### src/rtl/execute_stage.sv
// EX stage of a five-stage RV32I-style pipeline: operand forwarding, ALU,
// branch/jump resolution and the EX/MEM pipeline register.
module execute_stage (
  input  logic        clk,
  input  logic        rst,
  input  logic        RegWriteE,
  input  logic        ALUSrcE,
  input  logic        MemWriteE,
  input  logic        BranchE,
  input  logic        JumpE,
  input  logic [1:0]  ResultSrcE,
  input  logic [2:0]  ALUControlE,
  input  logic [31:0] RD1E,
  input  logic [31:0] RD2E,
  input  logic [31:0] ImmExtE,
  input  logic [31:0] PCE,
  input  logic [31:0] PCPlus4E,
  input  logic [4:0]  RDE,
  input  logic [1:0]  ForwardAE,
  input  logic [1:0]  ForwardBE,
  input  logic [31:0] ResultW,
  output logic        PCSrcE,
  output logic [31:0] PCTargetE,
  output logic        RegWriteM,
  output logic        MemWriteM,
  output logic [1:0]  ResultSrcM,
  output logic [4:0]  RDM,
  output logic [31:0] ALUResultM,
  output logic [31:0] WriteDataM,
  output logic [31:0] PCPlus4M
);

  logic [31:0] src_a_s;
  logic [31:0] write_data_s;
  logic [31:0] src_b_s;
  logic [31:0] alu_result_s;
  logic        zero_s;

  // 2'b10 feeds back the value held in the EX/MEM register, so a dependent
  // instruction right behind its producer needs no stall.
  function automatic logic [31:0] fwd_mux(
    input logic [1:0]  sel,
    input logic [31:0] reg_val,
    input logic [31:0] result_w,
    input logic [31:0] alu_m
  );
    logic [31:0] res;
    case (sel)
      2'b01:   res = result_w;
      2'b10:   res = alu_m;
      default: res = reg_val;
    endcase
    return res;
  endfunction

  function automatic logic [31:0] alu_op(
    input logic [2:0]  op,
    input logic [31:0] a,
    input logic [31:0] b
  );
    logic [31:0] res;
    case (op)
      3'b000:  res = a + b;
      3'b001:  res = a - b;
      3'b010:  res = a & b;
      3'b011:  res = a | b;
      3'b101:  res = {31'd0, ($signed(a) < $signed(b))};
      default: res = 32'd0;
    endcase
    return res;
  endfunction

  // Operand selection, ALU and branch/jump resolution.
  always_comb begin
    src_a_s      = fwd_mux(ForwardAE, RD1E, ResultW, ALUResultM);
    write_data_s = fwd_mux(ForwardBE, RD2E, ResultW, ALUResultM);
    if (ALUSrcE) begin
      src_b_s = ImmExtE;
    end else begin
      src_b_s = write_data_s;
    end
    alu_result_s = alu_op(ALUControlE, src_a_s, src_b_s);
    zero_s       = (alu_result_s == 32'd0);
    PCSrcE       = (BranchE & zero_s) | JumpE;
    PCTargetE    = PCE + ImmExtE;
  end

  // EX/MEM pipeline register; bubbles arrive as all-zero controls.
  always_ff @(posedge clk or negedge rst) begin
    if (!rst) begin
      RegWriteM  <= 1'b0;
      MemWriteM  <= 1'b0;
      ResultSrcM <= 2'b00;
      RDM        <= 5'd0;
      ALUResultM <= 32'd0;
      WriteDataM <= 32'd0;
      PCPlus4M   <= 32'd0;
    end else begin
      RegWriteM  <= RegWriteE;
      MemWriteM  <= MemWriteE;
      ResultSrcM <= ResultSrcE;
      RDM        <= RDE;
      ALUResultM <= alu_result_s;
      WriteDataM <= write_data_s;
      PCPlus4M   <= PCPlus4E;
    end
  end

endmodule

### config.mk
export PLATFORM = sky130hd
export DESIGN_NAME = execute_stage
export DESIGN_NICKNAME = d
export VERILOG_FILES = /design/src/rtl/execute_stage.sv
export SDC_FILE = /design/constraint.sdc
export NUM_CORES = 1
export LEC_CHECK = 0
export ABC_CLOCK_PERIOD_IN_PS = 14250
export CORE_ASPECT_RATIO = 2
export CORE_MARGIN = 4
export CORE_UTILIZATION = 48
export CTS_CLUSTER_SIZE = 30
export DETAILED_ROUTE_END_ITERATION = 16
export GPL_TIMING_DRIVEN = 0
export PLACE_DENSITY = 0.89
export SLEW_MARGIN = 20
export SYNTH_ARGS = -nofsm -noshare
export SYNTH_HDL_FRONTEND = slang
export SYNTH_SLANG_ARGS = --single-unit
### constraint.sdc
create_clock -name clk -period 14.25 [get_ports clk]
set_clock_uncertainty 0.1 [all_clocks]
set_input_delay 4.275 -clock clk [delete_from_list [all_inputs] [get_ports clk]]
set_output_delay 4.275 -clock clk [all_outputs]
set_load 0.02 [all_outputs]
[Word-level counts from Yosys, hierarchy flattened]
Index checks and enable logic that the tools add are counted.
Word-level totals
  register bits after elaboration: 105
  input bits: 213
  output and inout bits: 138
  logic and storage cells: 29
Operators by class
  add/subtract/negate cells: 3
  $lt $le $gt $ge: 1
  equal/unequal tests: 8
  mux-type cells: 4
  bitwise gates (word level): 4
  reduce and logical (&&, ||, !) cells: 2
Operator list (count)
  case mux 32 bit (5 select lines): 1
  case mux 32 bit (2 select lines): 2
  adder 32 bit: 2
  bitwise AND 32 bit: 1
  zero test 32 bit: 1
  < comparator 32 bit: 1
  two-way mux 32 bit: 1
  bitwise OR 32 bit: 1
  subtractor 32 bit: 1
  equality test 3 x 2 -> 1 bit, second input constant: 2
  equality test 2 x 1 -> 1 bit, second input constant: 2
  equality test 2 bit, second input constant: 2
  equality test 3 x 1 -> 1 bit, second input constant: 1
  equality test 3 bit, second input constant: 1
  zero test 3 bit: 1
  bitwise AND 1 bit: 1
  bitwise OR 1 bit: 1

[Logic depth before layout (Yosys ltp)]
  depth in word-level cells: 8
  gate-level depth with buffers: 22
  mapped depth without buffers: 21

[Worst setup path before layout]
Ideal clock, no wire load.
  path type: in2out
  start: in ForwardBE[0]
  end: out PCSrcE
  data arrival time: 9062 ps
  required time: 9875 ps
  path slack: 813 ps
  cell stages on the path: 21
  buffers on the path: 2
  path through: inv_1 ha_1 clkbuf_1 buf_1 a21oi_1 o21ai_0 ha_1 inv_1 fa_1 nand2b_1 a211oi_1 a21oi_1 xnor2_1 nand2_1 or4b_2 or4_1 or4_1 a211o_1 nor4b_2 and4_1 a41o_1
Between the ends
  cells in the longest elaborated chain, start to end: 8
  elaborated cells between the ends (all ways): 13
  those cells by class: add/sub: 2; order compare: 1; eq/ne: 2; mux: 3; bitwise: 4; reduce/logical: 1
Ends and longest elaborated chain
  start: declaration: line 20  | input logic [1:0] ForwardBE,
  equality test 2 bit / equality test 2 x 1 -> 1 bit (equally long branches): line 48  | case (sel)
  case mux 32 bit (2 select lines) (*): line 48
  two-way mux 32 bit (*): line 77  | if (ALUSrcE) begin
  subtractor 32 bit, or another cell as far along: line 64  | 3'b001: res = a - b;
  case mux 32 bit (5 select lines) (*): line 62  | case (op)
  zero test 32 bit (*): line 83  | zero_s = (alu_result_s == 32'd0);
  bitwise AND 1 bit (*): line 84  | PCSrcE = (BranchE & zero_s) | JumpE;
  bitwise OR 1 bit (*): line 84
  end: declaration: line 22  | output logic PCSrcE,
Every way passes the cells marked *; elsewhere a longest branch is shown, timed or not.

[Worst setup path after layout]
  start: in ALUSrcE
  end: out PCSrcE
Between the ends
  cells in the longest elaborated chain, start to end: 6
  elaborated cells between the ends (all ways): 10
  those cells by class: add/sub: 2; order compare: 1; mux: 2; bitwise: 4; reduce/logical: 1
Ends and longest elaborated chain
  start: declaration: line 7  | input logic ALUSrcE,
  two-way mux 32 bit (*): line 77
  subtractor 32 bit, or another cell as far along: line 64
  case mux 32 bit (5 select lines) (*): line 62
  via alu_result_s[15]: line 36  | logic [31:0] alu_result_s;
  zero test 32 bit (*): line 83
  bitwise AND 1 bit (*): line 84
  bitwise OR 1 bit (*): line 84
Mark *: on every way through the listed nets, which the timed path passes. The rest lies on a longest branch.

==> metrics.md <==
| Metric | Value |
|---|---|
| EDFF count, synth | `0` |
| # Max-Cap Violations | `0` |
| DP Wirelength | `43.2 mm` |
| Largest cells by area after synthesis | `dfrtp_1 24%, ha_1 17%, a21oi_1 5.9%` |
| Final WL | `53.0 mm` |
| Area leader, netlist | `dfrtp_1` |
| Placement Setup Slack | `-1.78 ns` |
| Synth cell count leaders | `144 x inv_1, 143 x ha_1, 126 x a21oi_1, 124 x nand2_1, 120 x nor2_1` |
| Grt ovf | `0` |
| Placed Area | `14600 um2` |
| Share of cells above drive strength 1 | `0.0848` |
| Synth Flop Type | `dfrtp_1` |
| Slew Limit Fails | `0` |
| Core area | `22100 um2` |
| CTS clk-pin slew, worst paths | `~0.080 ns` |
| Setup violators final | `0` |
| Total GRT Usage | `0.406` |
| Via count | `12700` |
| CP arrival | `9.74 ns` |
| Die area | `25000 um2` |
| H-tree Lvls | `3` |
| TritonRoute pass-1 iters | `7` |
| Rel. slew slack | `0.331` |
| Unique masters post-synth | `78` |
| Num rows | `77` |
| Synthesis-stage register bit count | `105` |
| Cell with the most instances after synthesis | `inv_1` |
| Clk root buf | `clkbuf_16` |
| P_leak | `6.92 nW` |
| Tcrit/Tclk final | `0.990` |
| Global-route wire length before repair | `76.4 mm` |
| Cell area after layout | `15500 um2` |
| Syn_nets | `1749` |
| Final GP Congestion | `1.07` |
| Final hold vios | `0` |
| Die Wd | `between 100 and 150 um` |
| Largest net degree at the start of global routing | `78` |
| Per-cell routed wire length | `25.9 um` |
| Slew @ Worst Pin | `about 1.0 ns` |
| Vias in the first global route | `12700` |
| Nets@finish | `2122` |
| IO Port Bufs | `348` |
| Clock Sink Count | `105` |
| Worst setup path class | `input port to output pin` |
| Share of the synthesized area in the top cell type | `0.244` |
| Layout Cells excl Fill | `2046` |
| CTS tree | `yes` |
| Crit path launch type | `input port` |
| Number of DRC markers after the initial detailed-route iteration | `1382` |
| Post-Synthesis Cells | `around 1400` |
| CTS Hold Bufs | `0` |
| DRC | `0` |
| Fillers | `1791` |
| Worst-path fanout max | `10` |
| Clk_lat worst skew | `0.39 ns` |
| Synthesized area per cell | `~7.7 um2` |
| PD cells | `94.5 nW/um2` |
| F_max | `70.9 MHz` |
| Post-DRT Antenna Nets | `0` |
| Top Ports | `351` |
| Yosys warnings | `0` |
| Max clock buf depth | `2` |
| Outcome | `complete, no violations` |
| Total clock buffers created by CTS | `9` |
| Starting Density | `0.487` |
| Ys async rst share | `1.00` |
| Tmin final | `roughly 14 ns` |
| CP required | `slightly below 10 ns` |
| Setup ws final | `0.139 ns` |
| Worst hold path class | `register to register` |
| Routed vias/inst | `6.23` |
| Crit path capture type | `output pin` |
| Cell area after synthesis | `10800 um2` |
| P&R area growth vs syn | `44.3%` |
| Die Y | `around 220 um` |
| Initial antenna violation count | `3` |
| Worst VDD drop | `0.0892 mV` |
| Cell total after placement | `between 2000 and 2500` |
| Sequential area share after synthesis | `0.244` |
## sequential cells by signal (all words and copies together), names as in the netlist
register    count
RegWriteM       1
MemWriteM       1
RDM             5
ALUResultM     32
ResultSrcM      2
PCPlus4M       32
WriteDataM     32
## cells by family (layout without fill, tap and decap cells)
logic type | count (synthesis) | after routing | share of synthesized area
fa+ha+maj | 146 | 146 | 0.172
other cells | 0 | 2 | 0
mux | 12 | 12 | 0.0126
simple gates | 365 | 365 | 0.156
flops | 105 | 105 | 0.244
buf+inv | 223 | 601 | 0.0798
compound gates | 488 | 488 | 0.294
xor+xnor | 51 | 51 | 0.0415
## worst max-delay path, stage by stage
cell and delay [ns]:
clkbuf_1 0.55, clkbuf_1 0.61, nand2_1 0.15, o21a_4 0.18, ha_1 0.32, nor2b_2 0.18
o311ai_4 0.36, a211oi_4 0.15, a211oi_2 0.30, mux2i_1 0.11, a211o_1 0.30, or4_4 0.58
or4_4 0.56, a211o_1 0.27, nor4b_2 0.25, and4_1 0.21, a41o_1 0.20, buf_4 0.15
## metal layers
| metal | GRT usage | routed length, um | vias to the layer above |
|---|---|---|---|
| met3 | 0.0874 | 4290 | 265 |
| li1 | - | - | 5666 |
| met4 | 0.308 | 4730 | 2 |
| met1 | 0.400 | 17100 | 5998 |
| met2 | 0.726 | 26800 | 811 |
| met5 | 0.0167 | 58 | - |
## final timing paths
kind                                          start                  endpoint  slack (ns)  cells past startpoint
max                                         ALUSrcE                    PCSrcE        0.14                     18
min                        ALUResultM[30]$_DFF_PN0_  WriteDataM[30]$_DFF_PN0_        0.59                      4
max reg2reg                 ALUResultM[0]$_DFF_PN0_  ALUResultM[30]$_DFF_PN0_        9.44                     19
min reg2reg                ALUResultM[30]$_DFF_PN0_  WriteDataM[30]$_DFF_PN0_        0.59                      4
max in group asynchronous                       rst   WriteDataM[8]$_DFF_PN0_        9.67                      2
min in group asynchronous                       rst          RDM[0]$_DFF_PN0_        3.66                      1
## layout make-up
cell class,instances,area [um2],share of cell area
multi-input cells,1062,7650,0.493
repair buffers,367,3660,0.236
flip-flops and latches,105,2630,0.169
inverters,145,544,0.0351
plain buffers,73,384,0.0247
well taps,276,345,0.0222
clock buffers,9,225,0.0145
clock inverters,7,85.1,0.00548
diodes,2,5.00,0.000322
## cell usage in the layout (no fill, tap or decap), types with 7 or more instances in the layout
master	netlist	routed
a211o_1	8	8
a211oi_1	22	17
a21o_1	20	20
a21oi_1	126	119
a21oi_2	0	7
a22oi_1	65	62
a31oi_1	10	10
buf_2	8	13
buf_4	1	24
clkbuf_1	58	34
clkbuf_16	0	9
clkdlybuf4s50_1	0	342
dfrtp_1	105	105
ha_1	143	129
ha_2	0	8
inv_1	144	144
mux2i_1	9	9
nand2_1	124	124
nand2b_1	17	16
nand3_1	21	20
nor2_1	120	118
nor2b_1	11	10
nor3_1	19	18
nor4_1	8	8
o211ai_1	10	10
o21a_1	23	22
o21ai_0	115	84
o21ai_1	5	18
o21ai_2	0	14
o22ai_1	13	13
o31ai_1	10	9
or3_1	10	10
xnor2_1	43	43
xor2_1	8	8
## repair_timing
| action | 4_1_cts | 5_1_grt |
|---|---|---|
| gates resized for setup | 98 | 82 |
| setup buffers | 10 | 8 |
| gates cloned | 0 | 0 |
| pin swaps | 9 | 15 |
| endpoints found under the setup margin | 1 | 1 |
## metrics by stage
stage	hold WS, ns	setup TNS (ns)	total power, mW	util
finish	0.592	0	1.47	0.704
global route	0.611	-0.00102	1.52	0.704
CTS	0.574	0	1.42	0.689
detailed placement	0.558	-1.78	1.13	0.662
global placement	0.542	-1.82	1.12	0.661
floorplan	0.659	0	0.797	-
## where the power goes
part / internal, mW / leakage, nW / total [mW] / switching [mW]
combinational: 0.351 / 5.48 / 0.848 / 0.497
sequential: 0.328 / 1.29 / 0.351 / 0.0225
clock: 0.125 / 0.146 / 0.268 / 0.142
Power figures use the tool's default switching activity.
